File: src/rtl/str_check_ctrl.sv
// str_check_ctrl: buffers UART RX bytes, paces them into the string
// recognizer, owns the recognizer state register, turns completion/failure
// (or an inter-byte timeout) into a 'Y'/'N' UART byte and keeps counters.
module str_check_ctrl #(
  parameter int unsigned FIFO_DEPTH = 8,
  parameter int unsigned TIMEOUT    = 1000000,
  parameter int unsigned CNT_W      = 8
) (
  input  logic             clk,
  input  logic             rst,
  input  logic             rx_valid,
  input  logic [7:0]       rx_data,
  output logic             rx_overrun,
  output logic [7:0]       ch,
  output logic             ch_valid,
  input  logic [3:0]       fsm_next,
  output logic [3:0]       fsm_state,
  output logic             error_verify,
  output logic             tx_start,
  output logic [7:0]       tx_data,
  input  logic             tx_busy,
  output logic [CNT_W-1:0] ok_cnt,
  output logic [CNT_W-1:0] err_cnt,
  output logic             busy
);

  localparam int unsigned AW = $clog2(FIFO_DEPTH);
  localparam int unsigned PW = AW + 1;
  localparam int unsigned TW = $clog2(TIMEOUT);

  localparam logic [3:0] ST_IDLE  = 4'd0;
  localparam logic [3:0] ST_STOP  = 4'd2;
  localparam logic [3:0] ST_ERROR = 4'd3;

  localparam logic [7:0] VERDICT_Y = 8'h59;
  localparam logic [7:0] VERDICT_N = 8'h4E;

  typedef enum logic [1:0] {
    FEED_IDLE = 2'd0,
    ISSUE     = 2'd1,
    SETTLE    = 2'd2
  } feed_e;

  feed_e          feed_state;
  feed_e          feed_next;

  logic [7:0]     mem [FIFO_DEPTH];
  logic [PW-1:0]  wr_ptr;
  logic [PW-1:0]  rd_ptr;
  logic [PW-1:0]  wr_ptr_n;
  logic [PW-1:0]  rd_ptr_n;
  logic           fifo_empty;
  logic           fifo_full;
  logic           push;
  logic           pop;
  logic           ch_valid_d;

  logic           pending;
  logic           pending_n;
  logic           pend_ok;
  logic           send;
  logic           verdict_set;
  logic           verdict_ok;

  logic [TW-1:0]  to_cnt;
  logic           to_fire;
  logic           to_clear;
  logic [3:0]     state_d;

  // Feeder state register
  always_ff @(posedge clk) begin
    if (rst) feed_state <= FEED_IDLE;
    else     feed_state <= feed_next;
  end

  // Feeder next state: pop only when a byte waits and no verdict is pending
  always_comb begin
    feed_next = feed_state;
    case (feed_state)
      FEED_IDLE: if (!fifo_empty && !pending) feed_next = ISSUE;
      ISSUE:     feed_next = SETTLE;
      SETTLE:    feed_next = FEED_IDLE;
      default:   feed_next = FEED_IDLE;
    endcase
  end

  // Feeder outputs: pop the head on entry to ISSUE, strobe valid while in it
  always_comb begin
    pop        = 1'b0;
    ch_valid_d = 1'b0;
    if (feed_state == FEED_IDLE && feed_next == ISSUE) pop = 1'b1;
    if (feed_next == ISSUE) ch_valid_d = 1'b1;
  end

  // FIFO status, timeout and verdict decisions for this cycle
  always_comb begin
    fifo_empty = (wr_ptr == rd_ptr);
    fifo_full  = (wr_ptr[AW] != rd_ptr[AW]) && (wr_ptr[AW-1:0] == rd_ptr[AW-1:0]);
    push       = rx_valid && (!fifo_full || pop);
    wr_ptr_n   = wr_ptr + PW'(push);
    rd_ptr_n   = rd_ptr + PW'(pop);

    to_fire    = (to_cnt == TW'(TIMEOUT - 1)) && !ch_valid;
    to_clear   = ch_valid || to_fire || (fsm_state == ST_IDLE) ||
                 (fsm_state == ST_STOP) || (fsm_state == ST_ERROR);
    state_d    = to_fire ? ST_ERROR : fsm_next;

    verdict_set = 1'b0;
    verdict_ok  = 1'b0;
    if (state_d == ST_STOP && fsm_state != ST_STOP) begin
      verdict_set = 1'b1;
      verdict_ok  = 1'b1;
    end else if (state_d == ST_ERROR && fsm_state != ST_ERROR) begin
      verdict_set = 1'b1;
    end

    send      = pending && !tx_busy;
    pending_n = pending;
    if (verdict_set)  pending_n = 1'b1;
    else if (send)    pending_n = 1'b0;
  end

  // FIFO storage; contents need no reset
  always_ff @(posedge clk) begin
    if (push) mem[wr_ptr[AW-1:0]] <= rx_data;
  end

  // Pointers, recognizer state, timeout, verdict and all registered outputs
  always_ff @(posedge clk) begin
    if (rst) begin
      wr_ptr       <= '0;
      rd_ptr       <= '0;
      fsm_state    <= ST_IDLE;
      to_cnt       <= '0;
      pending      <= 1'b0;
      pend_ok      <= 1'b0;
      rx_overrun   <= 1'b0;
      ch           <= '0;
      ch_valid     <= 1'b0;
      error_verify <= 1'b0;
      tx_start     <= 1'b0;
      tx_data      <= '0;
      ok_cnt       <= '0;
      err_cnt      <= '0;
      busy         <= 1'b0;
    end else begin
      wr_ptr       <= wr_ptr_n;
      rd_ptr       <= rd_ptr_n;
      fsm_state    <= state_d;
      rx_overrun   <= rx_valid && fifo_full && !pop;
      ch_valid     <= ch_valid_d;
      error_verify <= to_fire;
      tx_start     <= send;
      pending      <= pending_n;
      busy         <= (wr_ptr_n != rd_ptr_n) || pending_n || (state_d != ST_IDLE);

      if (pop) ch <= mem[rd_ptr[AW-1:0]];

      if (to_clear)        to_cnt <= '0;
      else if (fifo_empty) to_cnt <= to_cnt + TW'(1);

      if (verdict_set) pend_ok <= verdict_ok;

      if (send) begin
        tx_data <= pend_ok ? VERDICT_Y : VERDICT_N;
        if (pend_ok) begin
          if (ok_cnt != '1) ok_cnt <= ok_cnt + CNT_W'(1);
        end else begin
          if (err_cnt != '1) err_cnt <= err_cnt + CNT_W'(1);
        end
      end
    end
  end

endmodule

File: config.mk
export PLATFORM = sky130hd
export DESIGN_NAME = str_check_ctrl
export DESIGN_NICKNAME = d
export VERILOG_FILES = /design/src/rtl/str_check_ctrl.sv
export SDC_FILE = /design/constraint.sdc
export NUM_CORES = 1
export LEC_CHECK = 0
export CAP_MARGIN = 10
export CORE_AREA = 2 2 99 125
export DETAILED_ROUTE_END_ITERATION = 6
export DIE_AREA = 0 0 101 127
export PLACE_DENSITY = 0.71
export RECOVER_POWER = 100
export REMOVE_ABC_BUFFERS = 1
export SYNTH_ARGS = -nofsm -noshare
export SYNTH_HDL_FRONTEND = slang
export SYNTH_SLANG_ARGS = --single-unit
File: constraint.sdc
create_clock -name clk -period 2.4 [get_ports clk]
set_input_delay 0.6 -clock clk [delete_from_list [all_inputs] [get_ports clk]]
set_output_delay 0.6 -clock clk [all_outputs]
set_load 0.05 [all_outputs]
==> impl_metrics.toml <==
[sta]
timing.hold.ws_ns = 0.424
slew_headroom = 0.521
finalCritPeriodShare = 0.965
worst_pin_slew_ns = 0.718
setup-tns-final_ns = 0
setup_viol = 0
final_max_slew_viol_count = 0
fmax_mhz = 432
clock_skew_ns = 0.00916
hold_viol_final = 0
fin_crit_ns = 2.32

[worst_hold_path]
hp-start = "feed_state[1]"
hold_path_class = "reg2reg"
hold_depth = 1
min_to = "feed_state[1]"

[clocking]
cts-root-buf = "clkbuf_16"
cts_max_level = 4
clk_pin_slew_worst_paths_ns = 0.06
holdBufCountCts = 0
numCtsBuffers = 17
cts_buffer_depth = 2
cts_tree = "yes"
clk_latency_ns = 0.42
cts_setup_buffers = 0
cts.sinks = 132

[detailed_routing]
antenna_left = 0
dr_total_vias = 3951
vias_per_cell = 5.70
drt_iter0_drc = 154
drc = 0
totalWireLength_um = 11900
drt_pre_antenna_iters = 4
wire_per_inst_um = 17.2

[place]
dpl_cell_area_um2 = 6530
gp_congestion = 0.856
dpl.hpwl_um = 7710
port_buffers = 54

[setup_path]
critPathLaunchType = "flip-flop"
reg2regPathDepth = 10
r2r-start = "rd_ptr[0]"
path_buf_inv = 1
cpLargestDelayFamily = "buffers and inverters"
required_ns = 1.80
max_stage_delay_ns = 0.85
crit_chain = "clkdlybuf4s50_1"
r2r_end = "busy"
critPathArrivalTime_ns = 1.72
r2r_slack_ns = 0.09
cp-end-kind = "primary output"
critical_path_peak_fanout = 7
slowest_stage = "clkdlybuf4s50_1"
path_class = "reg2out"

[cells_and_area]
layout_commonest_cell = "dfxtp_1"
utilization = 0.618
antenna_cells = 0
final_cell_mix = "dfxtp_1 (66), edfxtp_1 (64), clkdlybuf4s50_1 (44), nor2_1 (40), buf_4 (33)"
area_growth_pct = 25.0
finish.instance_area_um2 = 7140
fin_nets = 565
drive_gt1_frac = 0.187

[floorplan]
coreArea_um2 = 11600
num_rows = 44
die-area_um2 = 12800
initial_core_util = 0.494
die_x_um = 101
io_pins = 57
die_y_um = 127

[synth]
synth_area_leader_cell = "edfxtp_1"
synth_top_area_frac = 0.337
synth_seq_area_share = 0.575
ys_ff_latch = 132
async_reset_ff_frac = 0
synth_area_leaders = "edfxtp_1 (34%), dfxtp_1 (24%), mux4_2 (6.3%), nor2_1 (2.6%), a21oi_1 (2.2%)"
syn_inst = 459
synth_edf_count = 64
syn_avg_cell_area_um2 = 12.4
ys_warn_count = 0
syn_area_um2 = 5710
ys_types = 56
synth_flop_cell = "dfxtp_1"

[power_and_ir_drop]
peakVddDrop_v = 0.000846
power_mw = 6.49
power_density_nw_per_um2 = 909
power.leakage_nw = 2.37

[global_routing]
grt_overflow_total = 0
grt_pass1_wl_um = 19300
grt_pass1_vias = 3912
antenna_found_initial = 0
grt_start_max_net_pins = 47
gr-usage-all-layers = 0.199

[flow_run]
drv_cap = 0

[run_status]
outcome = "complete, no violations"
[flip-flops by register name (all words and copies together), names as in the netlist, 2 cells and up]
name / flops
ch: 8
err_cnt: 8
feed_state: 2
fsm_state: 4
mem: 64
ok_cnt: 8
rd_ptr: 4
to_cnt: 20
tx_data: 3
wr_ptr: 4
[cell type report]
| type | count | area [µm²] |
|---|---|---|
| timing repair buffer | 87 | 783 |
| sequential | 132 | 3290 |
| clock buffer | 19 | 443 |
| clock inverter | 13 | 126 |
| fill | 916 | 4420 |
| multi-input combinational | 294 | 2290 |
| tap | 138 | 173 |
| inverter | 10 | 37.5 |
[report_power, final]
part / internal [mW] / switching [mW] / leakage [nW]
Clock: 1.46 / 0.976 / 0.278
Sequential: 2.50 / 0.0819 / 1.13
Combinational: 0.578 / 0.890 / 0.958
[kinds of logic after synthesis]
| group | synth area share |
|---|---|
| simple gates | 0.155 |
| flops | 0.575 |
| compound gates | 0.0922 |
| buf+inv | 0.0313 |
| mux | 0.0861 |
| xor+xnor | 0.0440 |
| fa+ha+maj | 0.0153 |
| other cells | 0.000657 |
[timing repair]
item | CTS | global route
pin swaps | 0 | 2
resized for setup | 1 | 7
setup endpoints to repair | 1 | 1
[per-stage QoR]
| step | cells | worst slack [ns] |
|---|---|---|
| finish | 693 | 0.0848 |
| detailed placement | 661 | -0.0694 |
| floorplan | 436 | -0.513 |
| global placement | 661 | -0.0348 |
| global route | 693 | -0.0270 |
| CTS | 693 | 0.00426 |
[synthesized netlist by cell type (all sizes together) (4+ instances only)]
master  number
dfxtp       68
edfxtp      64
nor2        40
a21oi       27
mux4        16
buf         14
nand2       14
nand3       14
nand4       14
o31ai       13
xnor2       13
mux2i       12
or4         12
o21ai       11
xor2        11
a211oi      10
clkbuf      10
inv         10
and2         9
or3          9
ha           7
and3         5
and4         5
nand2b       5
nor2b        5
nor3b        5
o211ai       5
nor3         4
nor4b        4
[per-layer routing]
metal | vias up | track usage | wire length (µm)
met3 | 23 | 0.0514 | 607
met5 | - | 0 | 0
met1 | 1901 | 0.230 | 4880
li1 | 1922 | - | -
met2 | 105 | 0.347 | 6190
met4 | 0 | 0.0866 | 266
[worst max path at each step]
stage                             from      endpoint  slack (ns)  cells past startpoint
after CTS                    rd_ptr[2]          busy       0.004                     10
after global placement        rx_valid          busy       -0.03                      8
after detailed placement      rx_valid          busy       -0.07                      8
after global routing         rd_ptr[0]          busy       -0.03                     10
final                     fsm_state[0]  fsm_state[0]        0.08                      1
after floorplan              rd_ptr[0]          busy       -0.51                     10
Power figures use the tool's default switching activity.
